$ cat src/rtl/dmem_arb_pkg.sv
// Shared types and constants for the data-memory arbiter.
// Optional feature macro used by the top: DMEM_ARB_STATS_EN.
package dmem_arb_pkg;

  typedef enum logic [1:0] {
    ARB    = 2'd0,
    CPU_RD = 2'd1,
    DMA_RD = 2'd2
  } state_t;

  typedef enum logic [1:0] {
    OWN_NONE = 2'd0,
    OWN_CPU  = 2'd1,
    OWN_DMA  = 2'd2
  } owner_t;

  localparam int WAIT_CNT_W = 4;

  function automatic logic [WAIT_CNT_W-1:0] sat_inc(input logic [WAIT_CNT_W-1:0] v);
    sat_inc = (v == {WAIT_CNT_W{1'b1}}) ? v : v + {{(WAIT_CNT_W-1){1'b0}}, 1'b1};
  endfunction

endpackage

$ cat src/rtl/dmem_arb_starve_cnt.sv
// Saturating count of arbitration cycles the DMA port has been denied,
// and the starvation flag that forces a DMA win.
import dmem_arb_pkg::*;

module dmem_arb_starve_cnt #(
  parameter int MAX_WAIT = 4
) (
  input  logic clk,
  input  logic rst,
  input  logic in_arb,
  input  logic dma_req,
  input  logic dma_gnt,
  output logic starve
);

  logic [WAIT_CNT_W-1:0] wait_cnt_r;

  // Denied-cycle counter; frozen while a read is returning data.
  always_ff @(posedge clk) begin
    if (!rst) begin
      wait_cnt_r <= {WAIT_CNT_W{1'b0}};
    end else if (!dma_req || dma_gnt) begin
      wait_cnt_r <= {WAIT_CNT_W{1'b0}};
    end else if (in_arb) begin
      wait_cnt_r <= sat_inc(wait_cnt_r);
    end else begin
      wait_cnt_r <= wait_cnt_r;
    end
  end

  assign starve = (wait_cnt_r >= WAIT_CNT_W'(MAX_WAIT));

endmodule

$ cat src/rtl/dmem_arbiter.sv
// Single-port data-memory arbiter: CPU priority with a DMA starvation limit.
// Define DMEM_ARB_STATS_EN to add the stall/grant statistics ports.
import dmem_arb_pkg::*;

module dmem_arbiter #(
  parameter int ADDR_W   = 32,
  parameter int DATA_W   = 32,
  parameter int MAX_WAIT = 4
) (
  input  logic              clk,
  input  logic              rst,
  input  logic              cpu_req,
  input  logic              cpu_we,
  input  logic [ADDR_W-1:0] cpu_addr,
  input  logic [DATA_W-1:0] cpu_wdata,
  output logic [DATA_W-1:0] cpu_rdata,
  output logic              cpu_stall,
  input  logic              dma_req,
  input  logic              dma_we,
  input  logic [ADDR_W-1:0] dma_addr,
  input  logic [DATA_W-1:0] dma_wdata,
  output logic              dma_gnt,
  output logic [DATA_W-1:0] dma_rdata,
  output logic              dma_rvalid,
  output logic              mem_en,
  output logic              mem_we,
  output logic [ADDR_W-1:0] mem_addr,
  output logic [DATA_W-1:0] mem_wdata,
  input  logic [DATA_W-1:0] mem_rdata
`ifdef DMEM_ARB_STATS_EN
  ,
  output logic [15:0]       stat_cpu_stall,
  output logic [15:0]       stat_dma_grants
`endif
);

  state_t state_r;
  owner_t owner_s;
  logic   starve_s;
  logic   cpu_done_s;

  dmem_arb_starve_cnt #(.MAX_WAIT(MAX_WAIT)) u_starve (
    .clk     (clk),
    .rst     (rst),
    .in_arb  (state_r == ARB),
    .dma_req (dma_req),
    .dma_gnt (dma_gnt),
    .starve  (starve_s)
  );

  // Owner selection and memory/requester muxing; everything is held low in reset.
  always_comb begin
    owner_s    = OWN_NONE;
    mem_en     = 1'b0;
    mem_we     = 1'b0;
    mem_addr   = {ADDR_W{1'b0}};
    mem_wdata  = {DATA_W{1'b0}};
    dma_gnt    = 1'b0;
    dma_rvalid = 1'b0;
    dma_rdata  = {DATA_W{1'b0}};
    cpu_rdata  = {DATA_W{1'b0}};
    cpu_done_s = 1'b0;
    if (rst && state_r == ARB) begin
      if (dma_req && (starve_s || !cpu_req)) begin
        owner_s = OWN_DMA;
      end else if (cpu_req) begin
        owner_s = OWN_CPU;
      end else begin
        owner_s = OWN_NONE;
      end
    end else begin
      owner_s = OWN_NONE;
    end
    case (owner_s)
      OWN_DMA: begin
        mem_en    = 1'b1;
        mem_we    = dma_we;
        mem_addr  = dma_addr;
        mem_wdata = dma_wdata;
        dma_gnt   = 1'b1;
      end
      OWN_CPU: begin
        mem_en     = 1'b1;
        mem_we     = cpu_we;
        mem_addr   = cpu_addr;
        mem_wdata  = cpu_wdata;
        cpu_done_s = cpu_we;
      end
      default: begin
        mem_en = 1'b0;
      end
    endcase
    if (rst && state_r == CPU_RD) begin
      cpu_rdata  = mem_rdata;
      cpu_done_s = 1'b1;
    end else begin
      cpu_rdata = {DATA_W{1'b0}};
    end
    if (rst && state_r == DMA_RD) begin
      dma_rdata  = mem_rdata;
      dma_rvalid = 1'b1;
    end else begin
      dma_rvalid = 1'b0;
    end
    cpu_stall = rst && cpu_req && !cpu_done_s;
  end

  // Sequencer: a granted read spends exactly one cycle in its return state.
  always_ff @(posedge clk) begin
    if (!rst) begin
      state_r <= ARB;
    end else begin
      case (state_r)
        ARB: begin
          if (owner_s == OWN_DMA && !dma_we) begin
            state_r <= DMA_RD;
          end else if (owner_s == OWN_CPU && !cpu_we) begin
            state_r <= CPU_RD;
          end else begin
            state_r <= ARB;
          end
        end
        CPU_RD:  state_r <= ARB;
        DMA_RD:  state_r <= ARB;
        default: state_r <= ARB;
      endcase
    end
  end

`ifdef DMEM_ARB_STATS_EN
  logic [15:0] stat_cpu_stall_r;
  logic [15:0] stat_dma_grants_r;

  // Free-running, wrapping event counters.
  always_ff @(posedge clk) begin
    if (!rst) begin
      stat_cpu_stall_r  <= 16'd0;
      stat_dma_grants_r <= 16'd0;
    end else begin
      stat_cpu_stall_r  <= stat_cpu_stall_r + (cpu_stall ? 16'd1 : 16'd0);
      stat_dma_grants_r <= stat_dma_grants_r + (dma_gnt ? 16'd1 : 16'd0);
    end
  end

  assign stat_cpu_stall  = stat_cpu_stall_r;
  assign stat_dma_grants = stat_dma_grants_r;
`endif

endmodule
$ cat config.mk
export PLATFORM = sky130hd
export DESIGN_NAME = dmem_arbiter
export DESIGN_NICKNAME = d
export VERILOG_FILES = /design/src/rtl/dmem_arb_pkg.sv /design/src/rtl/dmem_arb_starve_cnt.sv /design/src/rtl/dmem_arbiter.sv
export SDC_FILE = /design/constraint.sdc
export NUM_CORES = 1
export LEC_CHECK = 0
export CORE_AREA = 10 10 107 109
export CTS_BUF_LIST = sky130_fd_sc_hd__clkbuf_16
export DETAILED_ROUTE_END_ITERATION = 10
export DIE_AREA = 0 0 117 119
export GPL_TIMING_DRIVEN = 0
export PLACE_DENSITY = 0.77
export SLEW_MARGIN = 20
export SYNTH_ARGS = -nofsm -noshare
export SYNTH_HDL_FRONTEND = slang
export SYNTH_SLANG_ARGS = --single-unit
$ cat constraint.sdc
create_clock -name clk -period 2.9 [get_ports clk]
set_clock_uncertainty 0.15 [all_clocks]
set_input_delay 0.58 -clock clk [delete_from_list [all_inputs] [get_ports clk]]
set_output_delay 0.58 -clock clk [all_outputs]
set_load 0.01 [all_outputs]
==> results of run 1 <==
==> cells in the final DEF, fill, tap and decap left out, types with 2 or more instances in the layout <==
master,netlist,routed
sky130_fd_sc_hd__clkdlybuf4s50_1,0,228
sky130_fd_sc_hd__nor2_1,69,66
sky130_fd_sc_hd__and2_1,64,64
sky130_fd_sc_hd__a22oi_1,64,58
sky130_fd_sc_hd__dlygate4sd2_1,0,23
sky130_fd_sc_hd__clkdlybuf4s15_2,0,22
sky130_fd_sc_hd__clkbuf_2,4,17
sky130_fd_sc_hd__clkdlybuf4s15_1,0,11
sky130_fd_sc_hd__buf_6,0,9
sky130_fd_sc_hd__a22oi_2,0,6
sky130_fd_sc_hd__dfxtp_1,6,6
sky130_fd_sc_hd__buf_2,14,5
sky130_fd_sc_hd__nand2_1,4,4
sky130_fd_sc_hd__nand3_1,4,3
sky130_fd_sc_hd__buf_4,0,3
sky130_fd_sc_hd__nor2_2,1,3
sky130_fd_sc_hd__clkbuf_4,0,3
sky130_fd_sc_hd__clkbuf_16,0,3
sky130_fd_sc_hd__and3_4,0,2
sky130_fd_sc_hd__buf_8,0,2
sky130_fd_sc_hd__a21oi_1,2,2
sky130_fd_sc_hd__ha_4,0,2
==> per-stage QoR <==
stage / utilization, % / setup slack [ns] / TNS [ns]
6_report: 52.4 / 0.0141 / 0
5_1_grt: 52.4 / -0.0425 / -0.633
4_1_cts: 52.1 / 0.000191 / 0
3_5_place_dp: 50.1 / -1.05 / -72.39
3_3_place_gp: 50.1 / -1.03 / -69.79
2_1_floorplan: - / 0.382 / 0
==> layout make-up <==
type / instances / share of cell area [%]
plain buffers: 27 / 5.05
clock buffers: 3 / 1.51
inverters: 1 / 0.0757
multi-input cells: 228 / 29.3
flip-flops and latches: 6 / 2.42
well taps: 114 / 2.88
repair buffers: 298 / 58.7
==> routing by layer <==
layer	up-vias	part of all wire (%)	GRT usage [%]
met3	28	13	7.38
met5	-	0	0
met4	0	3.8	7.26
li1	1524	-	-
met1	1413	33	16.3
met2	239	50	33.3
==> worst min path at each step <==
stage                           start                      to  slack [ns]  cells past startpoint
2_1_floorplan  u_starve.wait_cnt_r[1]  u_starve.wait_cnt_r[1]        0.36                      2
3_3_place_gp   u_starve.wait_cnt_r[1]  u_starve.wait_cnt_r[1]        0.38                      2
3_5_place_dp   u_starve.wait_cnt_r[3]  u_starve.wait_cnt_r[3]        0.41                      1
4_1_cts        u_starve.wait_cnt_r[3]  u_starve.wait_cnt_r[3]        0.43                      1
5_1_grt        u_starve.wait_cnt_r[0]  u_starve.wait_cnt_r[0]        0.47                      2
6_report       u_starve.wait_cnt_r[0]  u_starve.wait_cnt_r[0]        0.43                      2
==> what timing repair did <==
action                                  in CTS  in global routing
pin swaps                                    1                  1
endpoints found under the hold margin        0                  0
gates resized for setup                    175                 48
endpoints found under the setup margin     127                 63
hold buffers                                 0                  0
==> critical path, cell delays in order <==
cell                              delay, ns
sky130_fd_sc_hd__clkdlybuf4s15_2       0.23
sky130_fd_sc_hd__and2_4                0.19
sky130_fd_sc_hd__and3_4                0.20
sky130_fd_sc_hd__ha_4                  0.18
sky130_fd_sc_hd__buf_12                0.15
sky130_fd_sc_hd__buf_6                 0.14
sky130_fd_sc_hd__a22oi_1               0.09
sky130_fd_sc_hd__nor2_1                0.13
sky130_fd_sc_hd__clkdlybuf4s15_2       0.25
==> power by group <==
part	internal [mW]	switching [mW]	total (mW)	leakage [nW]
Sequential	0.0853	0.00306	0.0883	0.0487
Combinational	0.320	0.193	0.513	1.88
Clock	0.177	0.0443	0.221	0.0370
==> state kept, by name (all words and copies together), names as in the netlist <==
signal,flops
u_starve.wait_cnt_r,4
state_r,2
==> cell families (layout without fill, tap and decap cells) <==
| logic type | Yosys count | count (layout) | synth area share (%) |
|---|---|---|---|
| adders and majority gates | 3 | 3 | 2.32 |
| AOI/OAI and AO/OA | 70 | 70 | 32.6 |
| xor gates and xnor gates | 1 | 1 | 0.542 |
| buffers and inverters | 28 | 329 | 7.90 |
| DFF | 6 | 6 | 7.44 |
| muxes | 1 | 1 | 0.620 |
| and+or+nand+nor | 153 | 153 | 48.6 |
==> flow_summary_export.csv, run 1 <==
group,metric,value,unit
global_routing,wire_length_of_the_first_global_routing_pass,19400,microns
global_routing,global_route.usage.total,17.8,%
synth,synth.ff_latch_count,6,
synth,synth.cell_area,1620,sq um
synth,post_synth_most_frequent_cells,"sky130_fd_sc_hd__nor2_1, sky130_fd_sc_hd__a22oi_1, sky130_fd_sc_hd__and2_1",
critical_path,timing.setup.critical_path_class,"in -> out",
timing,timing.hold.ws,0.427,ns
timing,finalHoldViolCount,0,
routing,route.detailed.vias_per_inst,4.73,
clock_network,clk_path_buf_depth,2,
critical_path,critical_path_data_required_time,2.17,ns
timing,clock.fmax,347,MHz
routing,wl,14000,microns
floorplanning,area_of_the_die,13900,sq um
pwr,ir_worst_vdd,146,uV
placed_design,routabilityCongestion,0.863,
critical_path,worst_setup_path_end_kind,"primary output",
timing,unrepaired_setup_endpoints_after_global_routing,"yes",
clock_network,clockRootBuffer,"sky130_fd_sc_hd__clkbuf_16",
synth,yosysTopAreaCellShare,29.7,%
placed_design,numPortBuffers,298,
timing,period_minus_slack,2.89,ns
timing,finalCritPeriodShare,99.5,%
timing,tightest_slew,0.314,ns
clock_network,clock_latency,0.23,ns
synth,leading_post_synthesis_cells_by_cell_area,"sky130_fd_sc_hd__a22oi_1, sky130_fd_sc_hd__and2_1, sky130_fd_sc_hd__nor2_1, sky130_fd_sc_hd__dfxtp_1, sky130_fd_sc_hd__buf_2",
floorplanning,i_o_pin_count,299,
cells_and_area,synthToLayoutAreaGrowth,207,%
critical_path,timing.critical_path.from,"rst",
cells_and_area,ff_latch_area,120,sq um
routing,detail_route.drc_violations,0,
synth,synth_largest_area_cell,"sky130_fd_sc_hd__a22oi_1",
synth,syn-num-nets,431,
pwr,power_density,166,nW/um^2
floorplanning,core_area,9460,sq um
routing,drtPass1Iterations,4,
routing,route.vias.total,3204,
min_path,hold_path_class,"reg -> reg",
timing,timing.final.setup_violations,0,
floorplanning,die-height,119,microns
clock_network,cts-buffers-inserted,3,
placed_design,cell_total_after_placement,674,
critical_path,r2r-start,"state_r[0]",
synth,yosys_warnings,0,
floorplanning,fp-row-count,36,
clock_network,postCtsSetupBuffers,0,
critical_path,path_max_fanout,10,
routing,drt.antenna.violating_nets,0,
synth,yosys.cell_count.top_type,"sky130_fd_sc_hd__nor2_1",
floorplanning,die_w,117,microns
cells_and_area,post_route_cells_drive_above_1_share,15.3,%
critical_path,start_kind,"primary input",
critical_path,cp_endpoint,"mem_wdata[14]",
routing,post_drt_wl_per_cell,20.7,microns
global_routing,maximum_number_of_pins_on_one_net_before_global_route_repair,11,
global_routing,via_count_of_the_first_global_routing_pass,3517,
critical_path,r2r_end,"u_starve.wait_cnt_r[2]",
synth,yosysSeqAreaShare,7.44,%
cells_and_area,layout.nets,734,
outcome,outcome,"complete, no violations",
flow_run,timing.max_cap.violations,0,
global_routing,globalRouteOverflowTotal,0,
routing,detailedRoute.firstIterationViolations,135,
placed_design,post-dp-hpwl,12400,microns
cells_and_area,n_fill_cell,891,
synth,fraction_of_registers_with_async_set_reset,0,%
synth,count_of_cell_types_in_the_netlist,28,
floorplanning,initial_core_util,17.1,%
placed_design,detailed_place.area,4740,sq um
pwr,total_leakage_power,1.96,nW
synth,syn_avg_cell_area,6.17,sq um
cells_and_area,multiInputGateArea,1460,sq um
global_routing,number_of_antenna_violations_at_the_first_check_in_global_routing,0,
synth,yosys_most_used_dff,"sky130_fd_sc_hd__dfxtp_1",
critical_path,worst-r2r-setup-slack,0.99,ns
clock_network,clk_transition_reported_paths,0.03,ns
timing,timing.final.max_slew_violations,0,
synth,syn_inst,262,
cells_and_area,post_layout_nonfiller_instances,677,
cells_and_area,n_antenna_cell,0,
critical_path,r2r_cells,7,
clock_network,ctsHtreeMaxLevel,1,
timing,maxSlewHeadroom,79.1,%
synth,synth_enable_flop_cells,0,
cells_and_area,postLayoutCellArea,4960,sq um
clock_network,clock_sink_count,6,
clock_network,cts_tree,"yes",
pwr,finalPower,0.822,mW
critical_path,cp_data_arrival_time,2.16,ns
Power figures use the tool's default switching activity.
==> run 2: changes to the inputs <==
- SKIP_LAST_GASP: not set -> 1
==> run 2 against run 1 <==
Clock power barely moved. Die area did not move. Critical path type unchanged. Largest cell class unchanged. Via count down 0.37%. Sequential share of layout area about the same. Flip-flop and latch count did not move. Count of clock-buffer cells in the layout is the same. Wire length about the same. Final area is essentially flat. Hold slack unchanged. Register-to-register slack about the same.
==> flow_summary_export.csv, run 2 (synthesis results as in run 1) <==
group,metric,value,unit
cells_and_area,registers.top_by_ff_count,"u_starve.wait_cnt_r",
outcome,outcome,"complete, no violations",
critical_path,cp_data_arrival_time,2.16,ns
routing,drtPass1Iterations,5,
cells_and_area,biggest_regs,"u_starve.wait_cnt_r: 4 flops, state_r: 2 flops",
global_routing,maximum_number_of_pins_on_one_net_before_global_route_repair,11,
critical_path,start_kind,"primary input",
timing,maxSlewHeadroom,79.1,%
timing,finalHoldViolCount,0,
placed_design,numPortBuffers,298,
timing,timing.final.max_slew_violations,0,
routing,route.detailed.vias_per_inst,4.71,
critical_path,slowest_stage,"sky130_fd_sc_hd__clkdlybuf4s15_2",
global_routing,number_of_antenna_violations_at_the_first_check_in_global_routing,0,
timing,unrepaired_setup_endpoints_after_global_routing,"yes",
critical_path,r2r_end,"u_starve.wait_cnt_r[2]",
timing,period_minus_slack,2.89,ns
clock_network,clk_path_buf_depth,2,
pwr,ir_worst_vdd,146,uV
routing,route.vias.total,3192,
critical_path,worst-path-stages,9,
global_routing,via_count_of_the_first_global_routing_pass,3517,
floorplanning,fp-row-count,36,
clock_network,clk_transition_reported_paths,0.03,ns
critical_path,cp_endpoint,"mem_wdata[14]",
cells_and_area,n_antenna_cell,0,
critical_path,r2r-start,"state_r[0]",
critical_path,cpLargestDelayFamily,"buffers and inverters",
placed_design,detailed_place.area,4740,sq um
floorplanning,initial_core_util,17.1,%
cells_and_area,layout.nets,734,
clock_network,cts_tree,"yes",
cells_and_area,flip_flop_count_of_the_largest_register_after_layout,4,
timing,timing.final.setup_violations,0,
clock_network,cts-hold-fix-buffers,0,
pwr,power_density,166,nW/um^2
floorplanning,area_of_the_die,13900,sq um
critical_path,timing.setup.critical_path_class,"in -> out",
clock_network,clock_sink_count,6,
clock_network,clock_latency,0.23,ns
timing,tightest_slew,0.314,ns
timing,finalCritPeriodShare,99.7,%
cells_and_area,final_common_cell,"sky130_fd_sc_hd__clkdlybuf4s50_1",
clock_network,cts-buffers-inserted,3,
floorplanning,die-height,119,microns
cells_and_area,final_cell_mix,"sky130_fd_sc_hd__clkdlybuf4s50_1, sky130_fd_sc_hd__nor2_1, sky130_fd_sc_hd__and2_1",
clock_network,clockRootBuffer,"sky130_fd_sc_hd__clkbuf_16",
critical_path,cp_num_buf_inv,4,
critical_path,worst_setup_path_end_kind,"primary output",
min_path,hold_path_class,"reg -> reg",
cells_and_area,post_route_cells_drive_above_1_share,14.7,%
routing,post_drt_wl_per_cell,20.7,microns
critical_path,worst-r2r-setup-slack,0.99,ns
critical_path,slowest_stage_delay_cp,0.25,ns
critical_path,cp_cell_sequence,"clkdlybuf4s15_2 -> and2_4 -> and3_4 -> ha_4 -> buf_12 -> buf_6 -> a22oi_1 -> nor2_1 -> clkdlybuf4s15_2",
routing,detailedRoute.firstIterationViolations,136,
floorplanning,i_o_pin_count,299,
routing,drt.antenna.violating_nets,0,
timing,final.setup.tns,0,ns
clock_network,ctsHtreeMaxLevel,1,
placed_design,post-dp-hpwl,12400,microns
global_routing,global_route.usage.total,17.8,%
critical_path,r2r_cells,7,
floorplanning,die_w,117,microns
cells_and_area,postLayoutCellArea,4960,sq um
critical_path,cp_common_cell,"sky130_fd_sc_hd__clkdlybuf4s15_2",
critical_path,timing.critical_path.from,"rst",
floorplanning,core_area,9460,sq um
critical_path,critical_path_data_required_time,2.17,ns
timing,clock.fmax,346,MHz
critical_path,path_max_fanout,10,
routing,wl,14000,microns
pwr,total_leakage_power,1.97,nW
global_routing,wire_length_of_the_first_global_routing_pass,19400,microns
cells_and_area,synthToLayoutAreaGrowth,207,%
routing,detail_route.drc_violations,0,
global_routing,globalRouteOverflowTotal,0,
clock_network,postCtsSetupBuffers,0,
placed_design,routabilityCongestion,0.863,
flow_run,timing.max_cap.violations,0,
==> run 2: worst reg2reg max path: stages (launching register included) <==
cell and delay [ns]:
sky130_fd_sc_hd__dfxtp_1 0.45, sky130_fd_sc_hd__nor2_4 0.07, sky130_fd_sc_hd__and2_4 0.18, sky130_fd_sc_hd__and3_4 0.18
sky130_fd_sc_hd__ha_4 0.18, sky130_fd_sc_hd__buf_12 0.15, sky130_fd_sc_hd__nand3b_1 0.22, sky130_fd_sc_hd__nor3_1 0.23
==> run 2: layout make-up <==
cell class	instances	area, sq um
clock buffer	3	75.1
fill	892	4500
inverter	1	3.75
timing repair buffer	298	2920
multi-input combinational	228	1450
tap	114	143
sequential	6	120
buffer	27	250
==> run 2: repair_timing <==
item                                    4_1_cts  5_1_grt
endpoints found under the setup margin      127       63
resized for setup                           175       43
pin swaps                                     1        1
==> run 2: worst min-delay path by stage <==
| stage | start | end | slack (ns) | depth (start not counted) |
|---|---|---|---|---|
| 3_5_place_dp | u_starve.wait_cnt_r[3] | u_starve.wait_cnt_r[3] | 0.41 | 1 |
| 5_1_grt | u_starve.wait_cnt_r[0] | u_starve.wait_cnt_r[0] | 0.47 | 2 |
| 3_3_place_gp | u_starve.wait_cnt_r[1] | u_starve.wait_cnt_r[1] | 0.38 | 2 |
| 2_1_floorplan | u_starve.wait_cnt_r[1] | u_starve.wait_cnt_r[1] | 0.36 | 2 |
| 4_1_cts | u_starve.wait_cnt_r[3] | u_starve.wait_cnt_r[3] | 0.43 | 1 |
| 6_report | u_starve.wait_cnt_r[0] | u_starve.wait_cnt_r[0] | 0.43 | 2 |
==> run 2: routing by layer <==
metal / wire length (microns) / track usage, % / vias to the layer above / share of wire (%)
met5: 0 / 0 / - / 0
met4: 533 / 7.26 / 0 / 3.8
met3: 1810 / 7.38 / 30 / 13
met2: 7060 / 33.3 / 236 / 50
met1: 4590 / 16.3 / 1400 / 33
li1: - / - / 1526 / -
==> run 2: where the power goes <==
group | total, mW | internal (mW) | switching (mW)
sequential | 0.0884 | 0.0853 | 0.00307
clock | 0.221 | 0.177 | 0.0443
combinational | 0.512 | 0.320 | 0.192
==> run 2: per-stage QoR <==
step	worst slack (ns)	utilization (%)	cells	hold WS, ns	power (mW)
after floorplan	0.382	-	262	0.360	0.228
after global placement	-1.03	50.1	674	0.384	0.574
after detailed placement	-1.05	50.1	674	0.413	0.583
after CTS	0.000191	52.1	677	0.425	0.812
after global routing	-0.0502	52.4	677	0.465	0.866
final	0.00966	52.4	677	0.427	0.821
